## config.mk

```make
export PLATFORM = sky130hd
export DESIGN_NAME = memory_access_cycle
export DESIGN_NICKNAME = d
export VERILOG_FILES = /design/src/rtl/risc_pkg.sv /design/src/rtl/dmem_handshake.sv /design/src/rtl/memory_access_cycle.sv
export SDC_FILE = /design/constraint.sdc
export NUM_CORES = 1
export LEC_CHECK = 0
export BUFFER_PORTS_ARGS = -buffer_cell sky130_fd_sc_hd__buf_2
export CAP_MARGIN = 25
export CORE_AREA = 5 5 170 172
export CTS_BUF_LIST = sky130_fd_sc_hd__clkbuf_4
export DETAILED_ROUTE_END_ITERATION = 8
export DIE_AREA = 0 0 175 177
export GPL_TIMING_DRIVEN = 0
export SYNTH_ARGS = -nofsm -noshare
export SYNTH_HDL_FRONTEND = slang
export SYNTH_SLANG_ARGS = --single-unit
export TNS_END_PERCENT = 5
```

## constraint.sdc

```tcl
create_clock -name clk -period 1.7 [get_ports clk]
set_input_delay 0.085 -clock clk [delete_from_list [all_inputs] [get_ports clk]]
set_output_delay 0.085 -clock clk [all_outputs]
set_load 0.005 [all_outputs]
```

## src/rtl/risc_pkg.sv

```systemverilog
// Shared SimpleRISC definitions used by the memory-access stage.
//   NOP_INSN    : instruction word used for pipeline bubbles and reset
//   MEM_TIMEOUT : BUSY cycles allowed before a data-memory access is aborted
//   OP_*        : 5-bit opcodes (instruction bits [31:27])
//   mem_state_t : state of the data-memory handshake FSM
package risc_pkg;

  localparam logic [31:0] NOP_INSN    = 32'h6800_0000;
  localparam int          MEM_TIMEOUT = 64;

  localparam logic [4:0] OP_LD  = 5'b01110;
  localparam logic [4:0] OP_ST  = 5'b01111;
  localparam logic [4:0] OP_NOP = 5'b01101;

  typedef enum logic [1:0] {
    IDLE = 2'd0,
    BUSY = 2'd1,
    DONE = 2'd2
  } mem_state_t;

endpackage

```

## src/rtl/dmem_handshake.sv

```systemverilog
// Data-memory handshake for the M stage.
// Handshake: dmem_req is a registered request held high for every BUSY
// cycle; the memory completes it by raising dmem_ready in one of those
// cycles (dmem_rdata valid in the same cycle). dmem_ready is ignored
// whenever dmem_req is low. dmem_we, dmem_addr and dmem_wdata qualify the
// request and stay stable while it is outstanding because E-M is frozen.
// Ports:
//   clk, rst            : clock, synchronous active-high reset
//   is_ld, is_st        : memory-op controls from E-M
//   addr, wdata         : address and store data from E-M
//   dmem_*              : data-memory request/response
//   mem_stall           : freeze upstream while an op is pending
//   mem_error           : sticky timeout flag (cleared only by rst)
//   ld_data_q           : last captured load data (0 after a timeout)
//   mem_state           : FSM state, exposed for debug
module dmem_handshake
  import risc_pkg::*;
#(
  parameter int TIMEOUT = MEM_TIMEOUT
) (
  input  logic        clk,
  input  logic        rst,
  input  logic        is_ld,
  input  logic        is_st,
  input  logic [31:0] addr,
  input  logic [31:0] wdata,
  input  logic [31:0] dmem_rdata,
  input  logic        dmem_ready,
  output logic        dmem_req,
  output logic        dmem_we,
  output logic [31:0] dmem_addr,
  output logic [31:0] dmem_wdata,
  output logic        mem_stall,
  output logic        mem_error,
  output logic [31:0] ld_data_q,
  output mem_state_t  mem_state
);

  localparam int CW = (TIMEOUT > 2) ? $clog2(TIMEOUT) : 1;
  localparam logic [CW-1:0] CNT_LAST = CW'(TIMEOUT - 1);

  mem_state_t    state;
  logic [CW-1:0] cnt;
  logic          mem_op;

  assign mem_op     = is_ld | is_st;
  assign dmem_addr  = addr;
  assign dmem_wdata = wdata;
  assign mem_state  = state;

  // Stall is released in DONE so upstream advances on that edge and the
  // same op is never re-issued.
  assign mem_stall = ((state == IDLE) && mem_op) || (state == BUSY);

  always_ff @(posedge clk) begin
    if (rst) begin
      state     <= IDLE;
      dmem_req  <= 1'b0;
      dmem_we   <= 1'b0;
      mem_error <= 1'b0;
      ld_data_q <= '0;
      cnt       <= '0;
    end else begin
      case (state)
        IDLE: begin
          if (mem_op) begin
            state    <= BUSY;
            dmem_req <= 1'b1;
            // ld+st together is treated as a load
            dmem_we  <= is_st & ~is_ld;
            cnt      <= '0;
          end
        end
        BUSY: begin
          cnt <= cnt + 1'b1;
          if (dmem_ready) begin
            // Response data is captured for any completed op.
            ld_data_q <= dmem_rdata;
            dmem_req  <= 1'b0;
            dmem_we   <= 1'b0;
            state     <= DONE;
          end else if (cnt == CNT_LAST) begin
            mem_error <= 1'b1;
            ld_data_q <= '0;
            dmem_req  <= 1'b0;
            dmem_we   <= 1'b0;
            state     <= DONE;
          end
        end
        DONE: begin
          state <= IDLE;
        end
        default: begin
          state    <= IDLE;
          dmem_req <= 1'b0;
          dmem_we  <= 1'b0;
        end
      endcase
    end
  end

endmodule

```

## src/rtl/memory_access_cycle.sv

```systemverilog
// Memory-access (M) stage of the SimpleRISC pipeline.
// Issues loads/stores through dmem_handshake, stalls upstream while an op is
// outstanding, provides forwarding values and registers the M-W buffer.
// Ports:
//   clk, rst                      : clock, synchronous active-high reset
//   *_M                           : E-M buffer contents and controls
//   dmem_*                        : data-memory request/response
//   mem_stall, mem_error          : hazard-unit stall, sticky timeout flag
//   data_M_out, memory_data_out   : forwarding values to execute
//   *_W                           : M-W buffer
//   mem_state                     : handshake FSM state, exposed for debug
module memory_access_cycle
  import risc_pkg::*;
(
  input  logic        clk,
  input  logic        rst,
  input  logic [31:0] pc_M,
  input  logic [31:0] alu_result_M,
  input  logic [31:0] rd2_M,
  input  logic [31:0] instruction_M,
  input  logic        isLd_M,
  input  logic        isSt_M,
  input  logic        isWb_M,
  input  logic        isCall_M,
  input  logic [3:0]  RD_M,
  input  logic [3:0]  ra_M,
  output logic        dmem_req,
  output logic        dmem_we,
  output logic [31:0] dmem_addr,
  output logic [31:0] dmem_wdata,
  input  logic [31:0] dmem_rdata,
  input  logic        dmem_ready,
  output logic        mem_stall,
  output logic        mem_error,
  output logic [31:0] data_M_out,
  output logic [31:0] memory_data_out,
  output logic [31:0] pc_W,
  output logic [31:0] alu_result_W,
  output logic [31:0] ld_result_W,
  output logic [31:0] instruction_W,
  output logic        isLd_W,
  output logic        isWb_W,
  output logic        isCall_W,
  output logic [3:0]  RD_W,
  output logic [3:0]  ra_W,
  output mem_state_t  mem_state
);

  logic [31:0] ld_data_q;

  dmem_handshake #(.TIMEOUT(MEM_TIMEOUT)) u_hs (
    .clk        (clk),
    .rst        (rst),
    .is_ld      (isLd_M),
    .is_st      (isSt_M),
    .addr       (alu_result_M),
    .wdata      (rd2_M),
    .dmem_rdata (dmem_rdata),
    .dmem_ready (dmem_ready),
    .dmem_req   (dmem_req),
    .dmem_we    (dmem_we),
    .dmem_addr  (dmem_addr),
    .dmem_wdata (dmem_wdata),
    .mem_stall  (mem_stall),
    .mem_error  (mem_error),
    .ld_data_q  (ld_data_q),
    .mem_state  (mem_state)
  );

  assign data_M_out      = alu_result_M;
  assign memory_data_out = ld_data_q;

  // M-W buffer: bubble while stalled, otherwise capture E-M. In DONE the
  // freshly captured load data is already in ld_data_q.
  always_ff @(posedge clk) begin
    if (rst || mem_stall) begin
      pc_W          <= '0;
      alu_result_W  <= '0;
      ld_result_W   <= '0;
      instruction_W <= NOP_INSN;
      isLd_W        <= 1'b0;
      isWb_W        <= 1'b0;
      isCall_W      <= 1'b0;
      RD_W          <= '0;
      ra_W          <= '0;
    end else begin
      pc_W          <= pc_M;
      alu_result_W  <= alu_result_M;
      ld_result_W   <= ld_data_q;
      instruction_W <= instruction_M;
      isLd_W        <= isLd_M;
      isWb_W        <= isWb_M;
      isCall_W      <= isCall_M;
      RD_W          <= RD_M;
      ra_W          <= ra_M;
    end
  end

endmodule
```

==> impl_metrics.yaml <==
synth:
  avgSynthCellArea_um2: 10.4
  synth_cell_type_count: 35
  yosysWarnings: 0
  ys_ff_latch: 182
  synth_area_um2: 6240
  synth_nets: 777
  yosys.area.top_type: "dfxtp_1"
  synthTopCellsByArea: "dfxtp_1, and2_1, buf_4"
  ys_seq_area_share_pct: 58.3
  synth_top_area_share_pct: 58.3
  syn_inst: 601
global_route:
  overflow: 0
  antenna_found_initial: 3
  grt_max_degree: 19
  grt_pass1_wl_um: 35800
  grt_pass1_vias: 6582
  grt.total_usage_pct: 14.9
sta:
  tightest_slew_ns: 0.592
  slew_violations: 0
  hold_viol_final: 0
  finalCritPeriodShare_pct: 91.9
  setup_violations: 0
  min_period_ns: 1.56
  max_freq_ghz: 0.640
  rsz0062_at_grt: "yes"
  totalNegativeSetupSlack_ns: 0
  slew_headroom_pct: 60.5
  skew_ns: 0.0326
floorplanning:
  rows: 61
  die_w_um: 175
  die_h_um: 177
  design.core.area_um2: 27300
  die_area_um2: 31000
  start_util_pct: 22.9
  ioPinCount: 448
setup_path:
  cp_slowest_cell: "dfxtp_4"
  path_cells: "nor3_4 > o21a_2 > buf_4 > clkbuf_1 > and2_1"
  worstPathRequired_ns: 2.19
  crit_type: "reg -> reg"
  max_stage_delay_ns: 0.42
  endpoint_kind: "register"
  worst-path-buf-inv: 2
  cp_max_fo: 10
  crit_family: "buffers and inverters"
  worst_ep_arrival_time_ns: 2.05
  cp-start-kind: "register"
layout:
  fin_nets: 1353
  final_cell_mix: "buf_2, dfxtp_1, dlygate4sd3_1"
  final_core_util_pct: 38.5
  mostFrequentLayoutCell: "buf_2"
  fin_cells: 1538
  fillers: 2693
  drive_gt1_share_pct: 48.2
  syn_to_final_growth_pct: 68.3
placement:
  placedCellCount: 1362
  hpwl_um: 17700
  place_congestion: 0.858
  portBuffers: 415
power_and_ir_drop:
  power_mw: 8.21
  ir_worst_vdd_uv: 388
  powerDensity_nw_per_um2: 781
  p_leak_nw: 5.26
outcome:
  run_status: "finished clean"
cts:
  clock_path_buffers: 2
  cts_tree: "yes"
  cts-root-buf: "clkbuf_4"
  cts-htree-levels: 4
  clk_pin_slew_ns: 0.17
  cts.sinks: 182
  cts_buffers: 17
  clk_latency_ns: 0.54
detailed_routing:
  routed_wl_um: 24300
  avgRoutedWirePerCell_um: 15.8
  vias: 6122
  avgViaCountPerCell: 3.98
  dr.pass1.iters: 4
  drt_iter0_drc: 209
  drc: 0
  ant_nets: 0
worst_hold_path:
  hold_path.class: "in -> reg"
run:
  cap_violations: 0
## cell families after synthesis
logic type	synth area share, %
AO/OA/AOI/OAI	8.92
adder cells (fa/ha/maj)	0.200
AND/OR/NAND/NOR	18.1
flip-flops	58.3
buffers and inverters	14.5
## final cells by class
class / instances / area, µm² / area share, %
diodes: 3 / 7.51 / 0.0714
plain buffers: 131 / 897 / 8.53
clock buffers: 17 / 128 / 1.21
clock inverters: 14 / 165 / 1.57
inverters: 6 / 22.5 / 0.214
multi-input cells: 281 / 1700 / 16.2
flip-flops and latches: 182 / 3650 / 34.7
well taps: 346 / 433 / 4.12
repair buffers: 558 / 3510 / 33.4
## per-layer routing
metal	track usage, %	vias up	part of all wire, %
met1	15.9	2808	38
li1	-	2996	-
met4	5.14	0	1.9
met5	0	-	0
met3	4.36	21	7.1
met2	28.1	297	53
## what timing repair did
item,4_1_cts,5_1_grt
pin swaps,1,1
setup buffers,1,0
gates resized for setup,15,4
endpoints found under the hold margin,149,0
setup endpoints to repair,132,61
hold buffers,142,0
## state kept, by name, indices dropped and copies added (netlist names)
name / cells
u_hs.dmem_we: 1
u_hs.ld_data_q: 32
isWb_W: 1
ra_W: 4
isLd_W: 1
pc_W: 32
u_hs.dmem_req: 1
u_hs.mem_error: 1
u_hs.cnt: 6
alu_result_W: 32
ld_result_W: 32
isCall_W: 1
instruction_W: 32
u_hs.mem_state: 2
RD_W: 4
## through the flow
step / cell area (µm²) / hold WS, ns / setup WS, ns
3_3_place_gp: 8750 / 0.264 / -0.386
5_1_grt: 10500 / 0.155 / -0.00604
2_1_floorplan: 6240 / 0.186 / 0.361
6_report: 10500 / 0.247 / 0.137
3_5_place_dp: 8750 / 0.269 / -0.369
4_1_cts: 10500 / 0.140 / 0.00827
## Yosys cell counts, drive strengths merged
cell     count
nor3b        2
o211ai      33
nand4b       1
dfxtp      182
a22o         1
a2bb2oi      1
nand2b       3
o21ai        4
a21oi       39
nor4         1
nor2         2
and3b        1
nand2       34
and2       135
o32ai        1
buf        112
nor2b        1
nand3        2
clkbuf      20
nand3b       2
o21a         3
o31ai        4
or4          4
ha           1
nor3         2
a211oi       1
or2          1
inv          6
o21bai       1
or2b         1
## path summary, 6_finish.rpt
path	startpoint	end	slack, ns	cells after the start
hold reg to reg	u_hs.ld_data_q[19]	ld_result_W[19]	0.48	1
setup reg to reg	u_hs.mem_state[0]	ld_result_W[24]	0.14	5
setup / recovery	u_hs.mem_state[0]	ld_result_W[24]	0.14	5
hold / removal	instruction_M[30]	instruction_W[30]	0.25	3
## where the power goes
| group | total [mW] | internal, mW | switching, mW |
|---|---|---|---|
| Clock | 2.51 | 0.796 | 1.72 |
| Combinational | 1.23 | 0.749 | 0.481 |
| Sequential | 4.47 | 4.41 | 0.0623 |
| Total | 8.21 | 5.95 | 2.26 |
## worst min-delay path: cells and delay by family
kind / cells / cell delay [ns]
buffers and inverters: 2 / 0.61
AND/OR/NAND/NOR: 1 / 0.08
No activity file was read; power rests on OpenSTA's default activity.
